--- src/rtl/ss_ctrl_pkg.sv ---
// Shared types and defaults for the serial shift-register controller.
// Holds the controller state encoding and the default frame/divider widths.
package ss_ctrl_pkg;

  localparam int WIDTH_DEF = 8;
  localparam int DIV_W_DEF = 4;

  typedef enum logic [1:0] {
    ST_IDLE  = 2'd0,
    ST_SHIFT = 2'd1,
    ST_DONE  = 2'd2
  } state_t;

endpackage

--- src/rtl/ss_tick_gen.sv ---
// Bit-period prescaler: counts 0..div and emits a one-cycle tick at the top.
// Held at zero while clr is high, so the first tick after release lands div+1 cycles later.
module ss_tick_gen
  import ss_ctrl_pkg::*;
#(
  parameter int DIV_W = DIV_W_DEF
) (
  input  logic             clk,
  input  logic             rst,
  input  logic             clr,
  input  logic [DIV_W-1:0] div,
  output logic             tick
);

  localparam logic [DIV_W-1:0] CNT_ONE  = DIV_W'(1);
  localparam logic [DIV_W-1:0] CNT_ZERO = DIV_W'(0);

  logic [DIV_W-1:0] r_cnt;
  logic             w_at_top;

  assign w_at_top = (r_cnt == div);
  assign tick     = !clr && w_at_top;

  // Prescaler count, wrapping to zero on the tick.
  always_ff @(posedge clk or posedge rst) begin
    if (rst) begin
      r_cnt <= CNT_ZERO;
    end else if (clr) begin
      r_cnt <= CNT_ZERO;
    end else if (w_at_top) begin
      r_cnt <= CNT_ZERO;
    end else begin
      r_cnt <= r_cnt + CNT_ONE;
    end
  end

endmodule

--- src/rtl/ss_shift_ctrl.sv ---
// Serial shift-register controller: shifts a parallel word out MSB first while
// capturing the returned serial stream, one bit per prescaled bit period.
module ss_shift_ctrl
  import ss_ctrl_pkg::*;
#(
  parameter int WIDTH = WIDTH_DEF,
  parameter int DIV_W = DIV_W_DEF
) (
  input  logic             clk,
  input  logic             rst,
  input  logic [WIDTH-1:0] tx_data,
  input  logic             tx_valid,
  output logic             tx_ready,
  input  logic [DIV_W-1:0] div,
  input  logic             abort,
  output logic             ser_out,
  input  logic             ser_in,
  output logic             shift_en,
  output logic [WIDTH-1:0] rx_data,
  output logic             rx_valid,
  output logic             busy
);

  localparam int                 CNT_W    = $clog2(WIDTH);
  localparam logic [CNT_W-1:0]   LAST_BIT = CNT_W'(WIDTH - 1);
  localparam logic [CNT_W-1:0]   BIT_ONE  = CNT_W'(1);
  localparam logic [CNT_W-1:0]   BIT_ZERO = CNT_W'(0);
  localparam logic [WIDTH-1:0]   WORD_ZERO = {WIDTH{1'b0}};
  localparam logic [WIDTH-2:0]   RXSH_ZERO = {(WIDTH-1){1'b0}};
  localparam logic [DIV_W-1:0]   DIV_ZERO  = {DIV_W{1'b0}};

  state_t           r_state;
  state_t           w_state_nxt;
  logic [WIDTH-1:0] r_tx_sh;
  logic [WIDTH-2:0] r_rx_sh;
  logic [WIDTH-1:0] r_rx_data;
  logic [CNT_W-1:0] r_bit_cnt;
  logic [DIV_W-1:0] r_div;
  logic             r_tx_ready;
  logic             r_busy;
  logic             r_rx_valid;

  logic             w_clr;
  logic             w_tick;
  logic             w_accept;
  logic             w_shift;
  logic             w_last;
  logic [WIDTH-1:0] w_rx_nxt;

  assign w_clr    = (r_state != ST_SHIFT);
  assign w_accept = (r_state == ST_IDLE) && tx_valid && !abort;
  // An abort cancels the strobe of its own cycle as well as all later ones.
  assign w_shift  = (r_state == ST_SHIFT) && w_tick && !abort;
  assign w_last   = w_shift && (r_bit_cnt == LAST_BIT);
  // The top rx bit is never stored: the final bit goes straight into rx_data.
  assign w_rx_nxt = {r_rx_sh, ser_in};

  ss_tick_gen #(
    .DIV_W(DIV_W)
  ) u_tick_gen (
    .clk (clk),
    .rst (rst),
    .clr (w_clr),
    .div (r_div),
    .tick(w_tick)
  );

  // State register.
  always_ff @(posedge clk or posedge rst) begin
    if (rst) begin
      r_state <= ST_IDLE;
    end else begin
      r_state <= w_state_nxt;
    end
  end

  // Next-state decode; unknown encodings fall back to IDLE.
  always_comb begin
    w_state_nxt = ST_IDLE;
    case (r_state)
      ST_IDLE: begin
        if (w_accept) begin
          w_state_nxt = ST_SHIFT;
        end else begin
          w_state_nxt = ST_IDLE;
        end
      end
      ST_SHIFT: begin
        if (abort) begin
          w_state_nxt = ST_IDLE;
        end else if (w_last) begin
          w_state_nxt = ST_DONE;
        end else begin
          w_state_nxt = ST_SHIFT;
        end
      end
      ST_DONE: begin
        w_state_nxt = ST_IDLE;
      end
      default: begin
        w_state_nxt = ST_IDLE;
      end
    endcase
  end

  // Shift datapath: load on accept, shift on each strobe, publish rx on the last bit.
  always_ff @(posedge clk or posedge rst) begin
    if (rst) begin
      r_tx_sh   <= WORD_ZERO;
      r_rx_sh   <= RXSH_ZERO;
      r_rx_data <= WORD_ZERO;
      r_bit_cnt <= BIT_ZERO;
      r_div     <= DIV_ZERO;
    end else begin
      case (r_state)
        ST_IDLE: begin
          if (w_accept) begin
            r_tx_sh   <= tx_data;
            r_rx_sh   <= RXSH_ZERO;
            r_bit_cnt <= BIT_ZERO;
            r_div     <= div;
          end
        end
        ST_SHIFT: begin
          if (abort) begin
            r_tx_sh <= WORD_ZERO;
          end else if (w_shift) begin
            r_tx_sh   <= {r_tx_sh[WIDTH-2:0], 1'b0};
            r_rx_sh   <= w_rx_nxt[WIDTH-2:0];
            r_bit_cnt <= r_bit_cnt + BIT_ONE;
            if (w_last) begin
              r_rx_data <= w_rx_nxt;
            end
          end
        end
        ST_DONE: begin
          r_tx_sh <= WORD_ZERO;
        end
        default: begin
          r_tx_sh <= WORD_ZERO;
        end
      endcase
    end
  end

  // Status outputs registered from the next state so they line up with r_state.
  always_ff @(posedge clk or posedge rst) begin
    if (rst) begin
      r_tx_ready <= 1'b1;
      r_busy     <= 1'b0;
      r_rx_valid <= 1'b0;
    end else begin
      r_tx_ready <= (w_state_nxt == ST_IDLE);
      r_busy     <= (w_state_nxt != ST_IDLE);
      r_rx_valid <= (w_state_nxt == ST_DONE);
    end
  end

  assign tx_ready = r_tx_ready;
  assign busy     = r_busy;
  assign rx_valid = r_rx_valid;
  assign rx_data  = r_rx_data;
  assign ser_out  = r_tx_sh[WIDTH-1];
  assign shift_en = w_shift;

endmodule

--- config.mk ---
export PLATFORM = sky130hd
export DESIGN_NAME = ss_shift_ctrl
export DESIGN_NICKNAME = d
export VERILOG_FILES = /design/src/rtl/ss_ctrl_pkg.sv /design/src/rtl/ss_tick_gen.sv /design/src/rtl/ss_shift_ctrl.sv
export SDC_FILE = /design/constraint.sdc
export NUM_CORES = 1
export LEC_CHECK = 0
export ABC_AREA = 1
export CAP_MARGIN = 20
export CORE_MARGIN = 1.5
export CORE_UTILIZATION = 45
export CTS_CLUSTER_SIZE = 20
export DETAILED_ROUTE_END_ITERATION = 8
export PLACE_DENSITY = 0.67
export SLEW_MARGIN = 20
export SYNTH_ARGS = -nofsm -noshare
export SYNTH_HDL_FRONTEND = slang
export SYNTH_SLANG_ARGS = --single-unit
--- constraint.sdc ---
create_clock -name clk -period 1.4 [get_ports clk]
set_input_delay 0.21 -clock clk [delete_from_list [all_inputs] [get_ports clk]]
set_output_delay 0.21 -clock clk [all_outputs]
set_load 0.01 [all_outputs]
==> results of run 1 <==
[power by group]
part	leakage, uW	switching [uW]	internal [uW]
combinational	0.000836	285	241
clock	0.0000654	388	712
sequential	0.000514	58.4	1230
total	0.00141	731	2190
[worst max-delay path, cell delays in order (launching register included)]
cell and delay [ps]:
dfrtp_1 390, inv_1 50, nand2_1 70, nand2_2 60, nor2_4 150, nand3_4 100, inv_4 60, buf_6 90
[worst min path at each step]
stage / startpoint / endpoint / slack [ps]
4_1_cts: rst / rx_data[7] / 270
3_3_place_gp: r_tx_sh[0] / r_tx_sh[0] / 460
2_1_floorplan: ser_in / rx_data[0] / 320
5_1_grt: rst / rx_data[7] / 280
6_report: rst / r_tx_sh[0] / 260
3_5_place_dp: r_tx_sh[3] / r_tx_sh[3] / 460
[layout by cell type, fill, tap and decap left out]
cell / instances
nand2_1: 94
nand3_4: 1
nand2_4: 2
buf_6: 2
dfstp_2: 1
buf_4: 18
clkbuf_1: 1
inv_4: 1
ha_1: 2
clkdlybuf4s50_1: 17
nor2_1: 10
nand4_2: 1
dfrtp_1: 38
nand3b_1: 1
a21oi_1: 4
inv_2: 6
nor2_4: 6
nand3_2: 1
buf_12: 1
inv_1: 10
ha_2: 1
dlygate4sd2_1: 7
nand2_2: 7
xor2_1: 1
xnor2_1: 1
clkbuf_8: 5
dlymetal6s2s_1: 4
nor2_8: 1
bufinv_16: 2
nand4_4: 1
nand3_1: 19
[sequential cells by signal (all words and copies together) (netlist names)]
signal	flops
busy	1
r_bit_cnt	3
r_div	4
r_rx_sh	7
r_state	2
r_tx_sh	8
rx_data	8
rx_valid	1
tx_ready	1
u_tick_gen.r_cnt	4
[stage by stage]
step,hold slack [ps],cell area (um2)
floorplan,320,1790
global placement,455,2280
detailed placement,460,2280
CTS,272,2450
global route,285,2480
finish,265,2480
[repair_timing]
item / in CTS / in global routing
setup endpoints to repair: 25 / 24
pin swaps: 6 / 3
gates resized for setup: 19 / 12
setup buffers: 0 / 0
cloned: 3 / 0
[per-layer routing]
metal / wire length (um) / share of wire / up-vias
met3: 156 / 0.041 / 10
met4: 81 / 0.021 / 0
met1: 1810 / 0.47 / 662
met5: 0 / 0 / -
met2: 1770 / 0.46 / 26
li1: - / - / 761
[kinds of logic after synthesis]
group | synth area share
buffers and inverters | 0.0495
AO/OA/AOI/OAI | 0.0112
AND/OR/NAND/NOR | 0.364
XOR/XNOR | 0.00976
adder cells (fa/ha/maj) | 0.0209
flip-flops | 0.545
[layout make-up]
| cell class | instances | area, um2 | area share |
|---|---|---|---|
| tap | 48 | 60.1 | 0.0242 |
| sequential | 39 | 977 | 0.394 |
| clock inverter | 2 | 60.1 | 0.0242 |
| clock buffer | 6 | 72.6 | 0.0292 |
| inverter | 17 | 66.3 | 0.0267 |
| timing repair buffer | 49 | 459 | 0.185 |
| multi-input combinational | 153 | 786 | 0.317 |
==> impl_summary.md, run 1 <==
Outcome
The flow ran to the end, but the final reports show violations. The final reports fail on negative setup slack.

Timing
Setup repair after global routing could not meet its margin everywhere. The total negative setup slack is -114 ps. After layout, the worst setup slack is -77.0 ps.

The final critical-path required period is 1480 ps. Of the available clock period, the critical path in the final layout requires 1.05. The slew at the pin closest to its max-slew limit is approximately 260 ps. Setup violations remaining at the end of the flow were counted as 6. For this run, the top clock speed supported by timing is approximately 680 MHz. The hold violation count in the final report is 0. The max-slew headroom at the worst pin is 0.827. The number of slew-limit violations in the final report came to 0.

The setup skew after layout is about 4.2 ps.

Worst setup path
The startpoint type of the worst setup path is a register. In this run the worst setup path terminates at shift_en. For flop-to-flop paths, the worst setup slack is -10 ps. STA classifies the critical path endpoint as an output pin.

The arrival time reported for the critical path endpoint is 1270 ps. For the worst setup path, the data required time is 1190 ps. The critical path starts at u_tick_gen.r_cnt[3]. The beginning of the worst register-to-register path is u_tick_gen.r_cnt[3]. The end of the worst register-to-register path is rx_data[6].

For the worst flop-to-flop path, the logic depth is 9. The peak fanout along the critical path is 3. The path type of the worst setup path is register to output pin.

Run
The number of max-cap violations is 0.

CTS
The cell at the root of the clock tree is clkbuf_8. The clock tree synthesis step divided the H-tree into 2 levels. Clock-pin slew was measured on the worst setup and hold paths at ~70 ps.

Clock tree synthesis inserted a total of 5 buffers. The TritonCTS clock tree is done. The maximum number of buffers from clock root to sink is 2.

The clock net in this run drives a total of 39 sinks. The count of hold-fix buffers inserted at cts is 0. Clock latency on the worst-skew pair, taken at its later pin, is 290 ps.

Synth
The number of distinct library cells after synthesis is 24. The biggest area contributor in the post-synthesis netlist is dfrtp_1. In the synthesized netlist, the cells that appear most often are 100 x nand2_1, 38 x dfrtp_1, 19 x nand3_1, 12 x inv_1, 10 x nor2_1. Counting flops and latches in the post-synthesis netlist gives 39. The share of the Yosys chip area taken by registers is 0.545. The async set-reset flop share out of synthesis is 1.00. The number of enable-type register cells in the synthesized netlist is 0. The number of synthesis warnings is 0. The most common cell in the synthesized netlist is nand2_1. In the synthesized netlist, the number of instances is 210. By area the synthesized netlist is led by dfrtp_1 53%, nand2_1 21%, nand3_1 5.3%.

The net count of the mapped netlist is 230. The mapped netlist covers 1790 um2. The mean post-synth cell area is 8.54 um2. The most used flip-flop cell after synthesis is dfrtp_1.

The area share of the leading cell type in the synthesized netlist is 0.530.

Global route
The number of global-route vias before repair is 1395. The met2 demand-to-capacity share in global routing is 0.308. Across every metal layer, demand over resource in global routing totals 0.198.

The routing usage on met1 is 0.264. For this run, global-route usage on met3 was measured as 0.0511. The first-pass GRT wire length is 6420 um. The most crowded layer after global routing is met2. The total grt overflow is 0. The maximum number of pins on one net before global-route repair is 40. The initial antenna violation count came to 0.

Route
The routed design has 3810 um of wire. After detailed routing, the average wire length per cell comes to approximately 12 um. The DRC marker count from the first detailed-route iteration is 83.

The first-pass iteration count of the detailed router is 4. The average vias per placed instance is roughly 4.6. The via total after detailed routing is 1459. The number of nets with antenna violations after routing is 0. The number of remaining DRC errors is 0.

Layout
After filler insertion, the fill cell instance count of the layout stands at 319. The fraction of final layout cells sized beyond drive strength 1 is 0.214. The area growth from synthesis to layout is 38.3%. 0 antenna diodes ended up in the layout. Measured on the finished design, the core utilization comes to 0.663. After the last flow step, the layout net total stands at 285. The filler-free cell count of the finished design is 314.

Pwr
Across the VDD grid, the largest voltage drop is 661 uV. The cell area power density is 1180 nW/um2. After layout, the design draws a total of around 2900 uW. In this run the static leakage power is 0.00141 uW.

Floorplanning
The floorplan die height is 66.1 um. The I/O pin count is 30. The area of the die is 4380 um2. Row generation in the floorplan step produced 22 rows. The initial utilization of the core area, before any placement, comes to 0.479. The die span in x is 66.1 um. The area of the core region is 3740 um2.

Place
The total placed cells including tap cells is 303. The post-detailed-placement half-perimeter wirelength is 2400 um. The worst setup timing slack at the placement stage is -380 ps. Routability-driven placement finished with a final weighted congestion of 0.731. In this run the tool buffered the top-level ports with 29 buffer cells.

Min path
The worst min-delay path class is input pin to async pin.
Power figures use the tool's default switching activity.
==> inputs of run 2 (changes only) <==
Settings changed: CORE_ASPECT_RATIO set to 0.9, TNS_END_PERCENT set to 20.
==> run 2 against run 1 <==
Compared with the run above:
- the run still ends with negative setup slack left
- largest power group unchanged
- highest routed layer unchanged
- flip-flop and latch count unchanged
- design area down 0.91%
- global-route usage down 1.9 points
- largest cell class unchanged
- utilization down 0.84 points
- clock skew down 0.96 ps
- die area about the same
- worst setup slack better by 5.1 ps
- clock power down 23%
==> impl_summary.md, run 2 (synthesized netlist as in run 1, its figures left out) <==
Outcome
The flow ran to the end, but the final reports show violations. The final reports fail on negative setup slack.

CTS
The count of H-tree levels built during CTS is 2. For the worst-skew pair, the clock arrives at the later sink with an insertion delay of approximately 290 ps. In this run the clock root is driven by a clkbuf_8. Hold repair after CTS inserted 0 buffers.

The tree built by TritonCTS fans out to 39 sinks. Buffers inserted during clock tree synthesis total 5. After clock tree synthesis, the clock-pin slew on the worst setup and hold paths is 70 ps. The clock passes through at most 2 buffers. TritonCTS built the clock tree.

Worst setup path
The path type of the worst setup path is register to output pin. For the worst setup path, the data required time is 1190 ps. On the critical path the largest part of the delay comes from flip-flops. The peak fanout along the critical path is 3.

The internal reg-to-reg setup slack is -20 ps. The category of the worst setup path capture point is an output pin. The delay of the slowest cell on the worst path is between 300 and 400 ps. The critical path goes through inv_1 > nand2_1 > nand2_2 > nor2_4 > nand3_4 > inv_2 > buf_6. The arrival time reported for the critical path endpoint is 1260 ps. Counting cells, the worst reg-to-reg path comes to 8.

The end of the worst register-to-register path is r_tx_sh[5]. The slowest stage of the critical path is the dfrtp_1 cell. The buffering stage count on the worst path with inverters included is 3. The startpoint type of the worst setup path is a register. The beginning of the worst register-to-register path is r_state[1].

Timing
The hold violation count in the final report is 0. The achievable frequency is between 600 and 700 MHz. The number of slew-limit violations in the final report was 0. Dividing the final minimum period by the clock period gives 1.05. The slew at the pin closest to its max-slew limit is 243 ps. The final critical-path required period is around 1500 ps. Between clock sinks in the finished design, the worst skew comes to 3.25 ps. Headroom to the max-slew limit came out at 0.838. Setup repair after global routing could not meet its margin everywhere. Setup violations remaining at the end of the flow were counted as 5. The total negative setup slack is -121 ps.

The post-route worst setup slack is -71.9 ps.

Global route
The global-route usage over all layers is 0.180. The maximum number of pins on one net before global-route repair is 40. The number of global-route vias before repair came to 1427. The first-pass GRT wire length is 6170 um. The total grt overflow is 0. The initial antenna violation count came to 0.

Layout
In the layout the commonest cells are 95 x nand2_1, 38 x dfrtp_1, 19 x nand3_1, 19 x buf_4, 18 x clkdlybuf4s50_1. Leaving out fill and tap cells, the most frequent cell in the layout is nand2_1. The final core area utilization is 0.654. The fraction of final layout cells sized beyond drive strength 1 is 0.207. For this run, the post-layout net count is 285. 0 antenna diodes ended up in the layout. The relative area change from synthesis to final layout is 37.0%. The filler-free cell count of the finished design is 312. The final standard cell area without fillers is 2460 um2. The layout has roughly 330 filler cells.

Route
The number of remaining DRC errors is 0. After detailed routing, the wire length on met1 is between 1500 and 2000 um. The average vias per placed instance is 4.68. The DRC marker count from the first detailed-route iteration is between 70 and 80. The via total after detailed routing is 1461. The first detailed-routing pass ran for 4 iterations. The per-cell routed wire length is 11.5 um. For this block, the routed nets add up to 3590 um of wire. The number of nets with antenna violations after routing is 0. The wire length on met3 is approximately 140 um. Detailed routing placed a total of 1690 um of wire on met2. The highest signal layer in the routed design is met4.

Pwr
For this design the ratio of total power to cell area is between 1000 and 1500 nW/um2. The maximum vdd ir drop is 606 uV. For this design the static power due to leakage is between 0.001 and 0.0015 uW.

Place
The post-detailed-placement half-perimeter wirelength is 2350 um. In this run the cell area measured after placement is 2260 um2. The routability congestion estimate from global placement is 0.797. The total placed cells including tap cells is roughly 300.

The count of buffers from port buffering is 29. Prior to clock tree synthesis, the placed netlist has a worst setup slack of -394 ps.

Floorplanning
The cell row count is 21. 30 I/O pins were placed. Measured along the y axis, the die boundary spans approximately 63 um. The area of the core region is 3760 um2. The initial core utilization is 0.478. The area of the die is 4380 um2. The die span in x is ~70 um.

Min path
The worst min-delay path class is input pin to async pin.

Run
The tool flagged a number of max-cap violations equal to 0.
-- run 2: cell count changes in the layout (fill, tap and decap cells not counted), sizes merged --
cell,change
dlygate4sd2,-1
buf,+1
clkinvlp,+1
bufinv,-2
nand2,-1
clkbuf,+1
clkdlybuf4s50,+1
-- run 2: through the flow --
| stage | hold slack [ps] | power [uW] |
|---|---|---|
| floorplan | 320 | 1590 |
| global placement | 454 | 1780 |
| detailed placement | 464 | 1800 |
| CTS | 262 | 2660 |
| global route | 299 | 2800 |
| finish | 258 | 2650 |
-- run 2: repair_timing --
item,4_1_cts,5_1_grt
setup endpoints to repair,24,25
resized for setup,16,12
buffers inserted,4,0
pin swaps,6,4
cloned,0,2
-- run 2: how the worst max path moves through the flow --
stage / cells past startpoint / to / slack, ps / start
2_1_floorplan: 6 / r_tx_sh[7] / 110 / r_state[1]
3_3_place_gp: 5 / shift_en / -410 / abort
5_1_grt: 7 / shift_en / -140 / u_tick_gen.r_cnt[1]
4_1_cts: 6 / shift_en / -80 / u_tick_gen.r_cnt[0]
3_5_place_dp: 5 / shift_en / -390 / abort
6_report: 7 / shift_en / -70 / u_tick_gen.r_cnt[1]
-- run 2: power by group --
part           switching, uW  internal (uW)  leakage, uW  total [uW]
Sequential              60.4           1230     0.000514        1290
Clock                    395            448    0.0000505         842
Combinational            284            232     0.000844         516
-- run 2: area by class of cell --
type | instances | area, um2 | area share
clock buffers | 7 | 96.3 | 0.0392
clock inverters | 1 | 7.51 | 0.00305
inverters | 17 | 66.3 | 0.0270
multi-input cells | 152 | 786 | 0.320
flip-flops and latches | 39 | 977 | 0.397
well taps | 46 | 57.6 | 0.0234
repair buffers | 50 | 468 | 0.190
-- run 2: tightest hold or removal path: stages --
cell and delay (ps):
clkdlybuf4s50_1 390, inv_1 90, buf_12 230
-- run 2: layer usage --
| layer | vias up | global-route usage |
|---|---|---|
| li1 | 760 | - |
| met1 | 665 | 0.219 |
| met3 | 8 | 0.0419 |
| met5 | - | 0 |
| met2 | 28 | 0.288 |
| met4 | 0 | 0.108 |
==> inputs of run 3 (changes only) <==
Settings changed: CORE_MARGIN 1.5 to not set.
==> run 3 against run 2 <==
Compared with the run above:
- the run still ends with negative setup slack left
- critical path depth is 1 lower
- clock-buffer cell count shrank 1
- global-route usage up 0.18 points
- worst hold slack improved by 2.1 ps
- critical path type unchanged
- largest power group unchanged
==> impl_summary.md, run 3 (synthesized netlist as in run 1, its figures left out) <==
Run
The tool flagged a number of max-cap violations equal to 0.

Worst setup path
The startpoint type of the worst setup path is a register. The worst register-to-register path begins at u_tick_gen.r_cnt[3]. The worst setup path is captured at an output pin. The critical path ends at shift_en.

Data on the critical path is required at its endpoint by 1190 ps. The depth of the worst register-to-register path is 9. In this run the critical register-to-register path is captured at rx_data[4]. Data on the critical path arrives at its endpoint at 1250 ps. The peak fanout along the critical path is 3. The critical path is of the register to output pin type.

The internal reg-to-reg setup slack is roughly 20 ps. The first element of the critical path is u_tick_gen.r_cnt[3].

Layout
The filler cells instantiated in the layout total 321. The sequential standard cell area is 977 um2. For this run, the post-layout net count is 287. Leaving out fill and tap cells, the most frequent cells in the layout are 94 x nand2_1, 38 x dfrtp_1, 19 x nand3_1, 19 x buf_4, 18 x clkdlybuf4s50_1. For this run, the number of standard cells in the final layout without fillers is 314. The fraction of final layout cells sized beyond drive strength 1 is 0.213. The most common cell after layout, fill and taps aside is nand2_1. Compared with the post-synthesis result, the final layout area differs by 40.7%. The multi-input combinational cells in the finished layout cover a total of just under 800 um2. 0 antenna diodes ended up in the layout.

Route
The via total after detailed routing is around 1.5k. The DRC marker count from the first detailed-route iteration is 70. The first detailed-routing pass took 4 iterations. The overall routed net length is roughly 3600 um. Dividing the detail-routed wire length by the instance count gives approximately 11 um.

Once detail routing completed, the nets flagged for antenna violations numbered 0. The average vias per placed instance is approximately 4.8. The number of remaining DRC errors is 0.

Global route
The total grt overflow is 0. The global-route usage over all layers is 0.181. Entering global routing, the biggest net connects 40 pins. The initial antenna violation count is 0.

The number of global-route vias before repair is 1279. The first global-routing pass estimated between 5000 and 6000 um of wire.

Floorplanning
The initial utilization of the core area, before any placement, comes to 0.478. In this run the vertical extent of the chip is 61.9 um. The I/O pin count is 30. The floorplan has 21 rows. The area of the core region is about 3800 um2. The floorplan step set the die width to 68.6 um. The die covers ~4200 um2.

CTS
The cell at the root of the clock tree is clkbuf_8. The TritonCTS clock tree is done. The total clock buffers created by CTS is 5. At the later pin of the worst-skew pair, clock insertion delay measures 290 ps. The count of hold-fix buffers inserted at cts is 0. The total clock sinks is 39. The H-tree was split into 2 levels.

The clock-pin slew reported for the worst setup and hold paths after clock tree synthesis is around 70 ps. The maximum number of buffers from clock root to sink is 2.

Timing
The tightest hold path in the finished design has a slack of 260 ps. The achievable frequency is 685 MHz. The max-slew headroom at the worst pin is 0.833. Setup repair after global routing could not meet its margin everywhere. The hold violation count in the final report is 0. The number of slew-limit violations in the final report is 0.

The share of the clock period used by the worst path after layout is 1.04. The setup skew after layout is 5.42 ps. Adding up every negative setup slack in the final design gives -60.9 ps. At the pin with the least slew margin, the transition time is 250 ps. Counting I/O delays and the setup requirement, the final critical path takes 1460 ps. Setup violations remaining at the end of the flow were counted as 1. Across all setup checks in the final design, the least slack found is -60.9 ps.

Min path
The worst hold path belongs to the class input pin to async pin.

Pwr
For this design the ratio of total power to cell area is 1150 nW/um2. The static power due to leakage is 0.00150 uW. The maximum vdd ir drop is 693 uV.

Place
The count of buffers from port buffering is 29. The post-detailed-placement half-perimeter wirelength is 2300 um. The total placed cells including tap cells is 300. The routability congestion estimate from global placement is 0.733.

Outcome
The checks that failed: negative setup slack. The run finished, with violations left.
[run 3: changes by cell type in the layout (fill, tap and decap cells not counted)]
cell,change
clkbuf_1,+1
clkinvlp_4,-1
clkinv_2,+1
inv_4,-1
buf_6,+2
clkbuf_8,-2
nor2_4,-1
bufinv_16,+2
dlygate4sd2_1,-5
dlymetal6s2s_1,+5
nand2_1,-1
nand2_2,+2
[run 3: how the worst min path moves through the flow]
stage | from | end | slack [ps] | cells after the start
after detailed placement | r_tx_sh[3] | r_tx_sh[3] | 460 | 2
after global placement | r_tx_sh[3] | r_tx_sh[3] | 450 | 2
final | rst | rx_data[2] | 260 | 3
after CTS | rst | rx_data[2] | 280 | 3
after floorplan | ser_in | rx_data[0] | 320 | 2
after global routing | rst | rx_data[2] | 300 | 3
[run 3: repair_timing]
action | 4_1_cts | 5_1_grt
buffers inserted | 0 | 4
pin swaps | 7 | 4
gates cloned | 1 | 1
gates resized for setup | 14 | 17
setup endpoints to repair | 19 | 29
[run 3: worst max-delay path, cell delays in order, from the launching register on]
cell and delay [ps]:
dfrtp_1 400, nand2_1 90, nand2_2 60, nor2_4 160, nand3_4 100, clkinv_2 70
buf_6 90
[run 3: final cells by class]
cell class / instances / share of cell area
Sequential cell: 39 / 0.387
Timing Repair Buffer: 52 / 0.202
Inverter: 17 / 0.0258
Clock buffer: 6 / 0.0287
Multi-Input combinational cell: 152 / 0.310
Tap cell: 46 / 0.0228
Clock inverter: 2 / 0.0238
[run 3: per-stage QoR]
stage	power [uW]	worst slack [ps]	area [um2]	utilization
after CTS	2910	-34.1	2430	0.648
after global placement	1800	-409	2270	0.605
after detailed placement	1810	-388	2270	0.605
after floorplan	1590	114	1790	-
final	2910	-60.9	2520	0.672
after global routing	3040	-126	2520	0.672
[run 3: per-layer routing]
layer  vias to the layer above  wire length (um)  track usage
met3                         2               160       0.0438
met4                         0                32       0.0625
li1                        761                 -            -
met1                       702              1630        0.227
met2                        34              1780        0.308
met5                         -                 0            0
[run 3: report_power, final]
part / leakage [uW] / internal (uW) / switching [uW] / total (uW)
Clock: 0.0000654 / 712 / 382 / 1090
Sequential: 0.000514 / 1230 / 57.8 / 1290
Combinational: 0.000923 / 239 / 283 / 523
Total: 0.00150 / 2190 / 723 / 2910
